[config.mk]
export PLATFORM = sky130hd
export DESIGN_NAME = wb_stage
export DESIGN_NICKNAME = d
export VERILOG_FILES = /design/src/rtl/wb_stage.sv
export SDC_FILE = /design/constraint.sdc
export NUM_CORES = 1
export LEC_CHECK = 0
export CORE_MARGIN = 2
export CORE_UTILIZATION = 30
export CTS_BUF_LIST = sky130_fd_sc_hd__clkbuf_8
export CTS_CLUSTER_DIAMETER = 150
export DETAILED_ROUTE_END_ITERATION = 6
export PLACE_DENSITY = 0.58
export SYNTH_ARGS = -nofsm -noshare
export SYNTH_HDL_FRONTEND = slang
export SYNTH_SLANG_ARGS = --single-unit
[constraint.sdc]
create_clock -name i_clk -period 2.06 [get_ports i_clk]
set_input_delay 0.618 -clock i_clk [delete_from_list [all_inputs] [get_ports i_clk]]
set_output_delay 0.618 -clock i_clk [all_outputs]
set_load 0.005 [all_outputs]
[src/rtl/wb_stage.sv]
// wb_stage: writeback stage feeding a register file that has no write enable.
// Every cycle without a write drives o_rd = 0 and o_rd_data = 0, so r0 stays zero.
// Loads wait for variable-latency read data. The data is then byte-aligned and
// sign- or zero-extended before it is written back.
// Optional macro WB_FWD_EN adds combinational forwarding outputs o_fwd_*.
module wb_stage #(
   parameter int DATA_W = 32,
   parameter int RD_W   = 5
) (
   input  logic              i_clk,
   input  logic              i_rst,
   input  logic              i_valid,
   output logic              o_ready,
   input  logic              i_wb_en,
   input  logic [RD_W-1:0]   i_rd,
   input  logic [DATA_W-1:0] i_alu_result,
   input  logic              i_is_load,
   input  logic [2:0]        i_load_type,
   input  logic [1:0]        i_addr_lo,
   input  logic              i_flush,
   input  logic              i_dmem_rvalid,
   input  logic [DATA_W-1:0] i_dmem_rdata,
   output logic [RD_W-1:0]   o_rd,
   output logic [DATA_W-1:0] o_rd_data,
   output logic              o_retire,
   output logic              o_addr_err
`ifdef WB_FWD_EN
   ,
   output logic              o_fwd_valid,
   output logic [RD_W-1:0]   o_fwd_rd,
   output logic [DATA_W-1:0] o_fwd_data
`endif
);

   typedef enum logic [1:0] {
      IDLE      = 2'd0,
      WAIT_LOAD = 2'd1,
      DRAIN     = 2'd2
   } state_t;

   state_t state;
   state_t state_nxt;

   // Load context captured when a load is accepted
   logic [RD_W-1:0] rd_p0;
   logic            wb_en_p0;
   logic [2:0]      ltype_p0;
   logic [1:0]      lo_p0;
   logic            misalign_p0;

   // Values to be registered into the outputs on the next edge
   logic [RD_W-1:0]   rd_nxt;
   logic [DATA_W-1:0] data_nxt;
   logic              retire_nxt;
   logic              err_nxt;

   logic accept;

   // Pick the addressed byte or halfword and extend it to the full width
   function automatic logic [DATA_W-1:0] align_load(input logic [DATA_W-1:0] word,
                                                     input logic [2:0]        ltype,
                                                     input logic [1:0]        lo);
      logic [7:0]  b;
      logic [15:0] h;
      b = word[{lo, 3'b000} +: 8];
      h = lo[1] ? word[31:16] : word[15:0];
      case (ltype)
         3'b001:  align_load = {{(DATA_W-16){h[15]}}, h};
         3'b010:  align_load = {{(DATA_W-16){1'b0}}, h};
         3'b011:  align_load = {{(DATA_W-8){b[7]}}, b};
         3'b100:  align_load = {{(DATA_W-8){1'b0}}, b};
         default: align_load = word;
      endcase
   endfunction

   // Words must be word-aligned and halves half-aligned; bytes are always aligned
   function automatic logic is_misaligned(input logic [2:0] ltype, input logic [1:0] lo);
      case (ltype)
         3'b001, 3'b010: is_misaligned = lo[0];
         3'b011, 3'b100: is_misaligned = 1'b0;
         default:        is_misaligned = (lo != 2'b00);
      endcase
   endfunction

   assign o_ready = (state == IDLE);
   // A flush in IDLE squashes the presented instruction
   assign accept  = i_valid & o_ready & ~i_flush;

   // State register
   always_ff @(posedge i_clk) begin
      if (i_rst) state <= IDLE;
      else       state <= state_nxt;
   end

   // Next-state logic
   always_comb begin
      state_nxt = state;
      case (state)
         IDLE:      if (accept && i_is_load) state_nxt = WAIT_LOAD;
         WAIT_LOAD: begin
            if (i_dmem_rvalid)  state_nxt = IDLE;
            else if (i_flush)   state_nxt = DRAIN;
         end
         DRAIN:     if (i_dmem_rvalid) state_nxt = IDLE;
         default:   state_nxt = IDLE;
      endcase
   end

   // Output decode: the write, retire and error values for the next cycle
   always_comb begin
      rd_nxt     = '0;
      data_nxt   = '0;
      retire_nxt = 1'b0;
      err_nxt    = 1'b0;
      if (!i_rst) begin
         case (state)
            IDLE: begin
               if (accept && !i_is_load) begin
                  retire_nxt = 1'b1;
                  if (i_wb_en && (i_rd != '0)) begin
                     rd_nxt   = i_rd;
                     data_nxt = i_alu_result;
                  end
               end
            end
            WAIT_LOAD: begin
               if (i_dmem_rvalid && !i_flush) begin
                  retire_nxt = 1'b1;
                  if (misalign_p0) begin
                     err_nxt = 1'b1;
                  end else if (wb_en_p0 && (rd_p0 != '0)) begin
                     rd_nxt   = rd_p0;
                     data_nxt = align_load(i_dmem_rdata, ltype_p0, lo_p0);
                  end
               end
            end
            default: ;
         endcase
      end
   end

   // Capture load context on acceptance; only read while waiting for data
   always_ff @(posedge i_clk) begin
      if (accept && i_is_load) begin
         rd_p0       <= i_rd;
         wb_en_p0    <= i_wb_en;
         ltype_p0    <= i_load_type;
         lo_p0       <= i_addr_lo;
         misalign_p0 <= is_misaligned(i_load_type, i_addr_lo);
      end
   end

   // Registered outputs; each write lasts one cycle and then returns to zero
   always_ff @(posedge i_clk) begin
      if (i_rst) begin
         o_rd       <= '0;
         o_rd_data  <= '0;
         o_retire   <= 1'b0;
         o_addr_err <= 1'b0;
      end else begin
         o_rd       <= rd_nxt;
         o_rd_data  <= data_nxt;
         o_retire   <= retire_nxt;
         o_addr_err <= err_nxt;
      end
   end

`ifdef WB_FWD_EN
   // Early view of the write being registered this cycle, for decode bypass
   assign o_fwd_valid = (rd_nxt != '0);
   assign o_fwd_rd    = rd_nxt;
   assign o_fwd_data  = data_nxt;
`endif

endmodule

==> reports/qor.txt <==
outcome -> finished clean
WP data required -> 2.26 ns
area of the core -> 9860 um^2
top_reg_cell synth -> dfxtp_1
hold buffers post-CTS -> 0
P per Cell Area -> 450 nW/um^2
pin count of the biggest net entering global routing -> 31
Final Hold Fails -> 0
Clk pwr share -> 28.2%
routed len/inst -> 16.7 um
Initial Util -> 31.2%
post-layout min period -> 2.00 ns
Reg power frac -> 50.8%
DP HPWL -> 7750 um
flops & latches, synth -> 53
DRC violations left -> 0
FMAX -> 500 MHz
routed vias/inst -> 5.11
non-filler cells, final -> 594
Syn Nets -> 399
Die Area -> 11,100 um^2
Routed WL -> 9920 um
Max Slew Vio Count -> 0
cts bufs inserted -> 5
top cell type's share of synthesized area -> 26.7%
Root Buffer Master -> clkbuf_8
ranking of synthesized cells by area -> dfxtp_1, edfxtp_1, o31ai_1
Synth Warn # -> 0
CP max FO -> 2
Combinational Power Share -> 21.0%
Psw -> 0.000563 W
Die W -> 105 um
Vias -> 3,035
Area after DPL -> 4640 um^2
critical path capture point type -> flip-flop
Sink Count -> 53
Peak VDD IR -> 0.000240 V
antenna viol nets, final -> 0
final cell area excluding filler cells -> 4770 um^2
P&R area growth vs syn -> 55.1%
Synth async-reset ratio -> 0%
layout cell share with drive strength beyond 1 -> 18.9%
clk_lat worst skew -> 0.32 ns
Max-cap violations -> 0
Netlist cell types -> 54
# IOs -> 121
Seq/Total Area, Yosys -> 38.4%
CTS Buffer Depth -> 2
critical path type -> primary input to flip-flop
initial antenna violation count -> 0
Int Pwr -> 0.00158 W
diode count -> 0
Final Cycle Share -> 97.1%
DRT iter0 DRCs -> 143
TritonCTS clock tree -> done
worst-margin pin slew -> 0.778 ns
Yosys top cell by area -> dfxtp_1
Synth Area per Inst -> 9.68 um^2
Critical Path AT -> 2.20 ns
drt first pass iters -> 4
htree depth -> 2
cell count after synthesis -> 318
Cells after DPL -> 585
Nets -> 541
Post-synth EDFFs -> 12
GPL Wtd Cong -> 0.831
normalized max-slew margin -> 48.1%
first-pass GRT wire length -> 15,500 um
I/O Buffers -> 120
switching part of the total -> 26.2%
GRT Total Usage -> 17.6%
Clock Skews -> 0.0165 ns
Hold Path Class -> flip-flop to flip-flop
endpoints failing setup -> 0
number of global-route vias before repair -> 3,056
Reg clk slew, reported paths -> 0.10 ns
GRT Residual Overflow -> 0
crit path launch type -> primary input
num rows -> 36
Leak -> 1.70 nW
Total Power -> 0.00215 W
Mapped Area -> 3080 um^2
overall die height -> 105 um
## critical path: stages
cell	delay, ns
clkdlybuf4s50_1	0.42
or4_4	0.48
o2111a_2	0.29
and2_4	0.17
a22o_1	0.22
## layout by cell type (no fill, tap or decap), types with 3 or more instances in the layout
master	instances
o31ai_1	27
inv_1	4
buf_4	36
nand3b_1	3
nor2_4	4
nand3_1	31
nor2_2	8
nor3_2	6
a221oi_1	7
and2_1	10
maj3_1	7
nand2_1	11
clkbuf_8	5
dlymetal6s2s_1	4
dfxtp_1	40
clkdlybuf4s50_1	116
o21a_1	7
nor2_1	19
a22oi_1	6
nor3_1	3
o32ai_1	8
o31ai_2	4
mux2i_1	3
o311ai_0	7
a21oi_1	13
nor2b_1	9
o21ai_0	4
buf_12	8
edfxtp_1	12
nand4b_1	7
## final timing paths
path             from            to  slack, ns  cells after the start
min reg2reg  rd_p0[1]       o_rd[1]       0.56                      2
min          rd_p0[1]       o_rd[1]       0.56                      2
max reg2reg  lo_p0[1]  o_rd_data[8]       0.21                      5
max           i_rd[3]  o_rd_data[7]       0.06                      5
## flip-flops by register name, summed over array words and instances (netlist names)
register and flops:
ltype_p0 3, misalign_p0 1, o_addr_err 1, state 2, o_rd 5, wb_en_p0 1, o_rd_data 32, o_retire 1
lo_p0 2, rd_p0 5
## cell usage after synthesis (8+ instances only)
| cell | n |
|---|---|
| and2_1 | 11 |
| o31ai_1 | 28 |
| dfxtp_1 | 41 |
| nor2_1 | 20 |
| o32ai_1 | 8 |
| edfxtp_1 | 12 |
| buf_4 | 8 |
| nand2_1 | 11 |
| nor2b_1 | 9 |
| a21oi_1 | 13 |
| nand3_1 | 31 |
## metal layers
metal	up-vias	share of wire, %	GRT usage, %	wire length [um]
met3	9	4.1	2.72	402
met4	0	1.4	3.90	141
met5	-	0	0	0
met1	1453	44	22.2	4390
li1	1491	-	-	-
met2	82	50	31.6	4990
## logic make-up after synthesis
group,Yosys count,synth area share (%)
AO/OA/AOI/OAI,91,23.8
adder cells (fa/ha/maj),7,2.28
buffers and inverters,33,7.48
flip-flops,53,38.4
multiplexers,5,1.71
AND/OR/NAND/NOR,129,26.4
## power groups by stage
stage,Clock [W],Sequential [W],Combinational (W)
6_report,0.000605,0.00109,0.000450
5_1_grt,0.000659,0.00109,0.000483
4_1_cts,0.000621,0.00109,0.000452
3_5_place_dp,0,0.00111,0.000445
3_3_place_gp,0,0.00111,0.000443
2_1_floorplan,0,0.00111,0.000167
## stage by stage
step / setup slack [ns] / setup TNS, ns / util (%) / hold slack [ns]
floorplan: 0.176 / 0 / - / 0.497
global placement: -0.367 / -11.15 / 47.1 / 0.531
detailed placement: -0.416 / -11.69 / 47.1 / 0.532
CTS: 0.00459 / 0 / 48.2 / 0.557
global route: -0.00702 / -0.00702 / 48.4 / 0.601
finish: 0.0601 / 0 / 48.4 / 0.557
## area by class of cell
type | instances | area (um^2)
sequential | 53 | 1180
multi-input combinational | 232 | 1680
fill | 938 | 5090
inverter | 4 | 15.0
tap | 133 | 166
clock buffer | 5 | 68.8
timing repair buffer | 164 | 1640
clock inverter | 3 | 17.5
## timing repair
| action | CTS | global route |
|---|---|---|
| setup endpoints to repair | 18 | 21 |
| setup buffers | 1 | 0 |
| pin swaps | 2 | 4 |
| gates resized for setup | 2 | 7 |
Note: power is estimated with default switching activity, not from simulation.
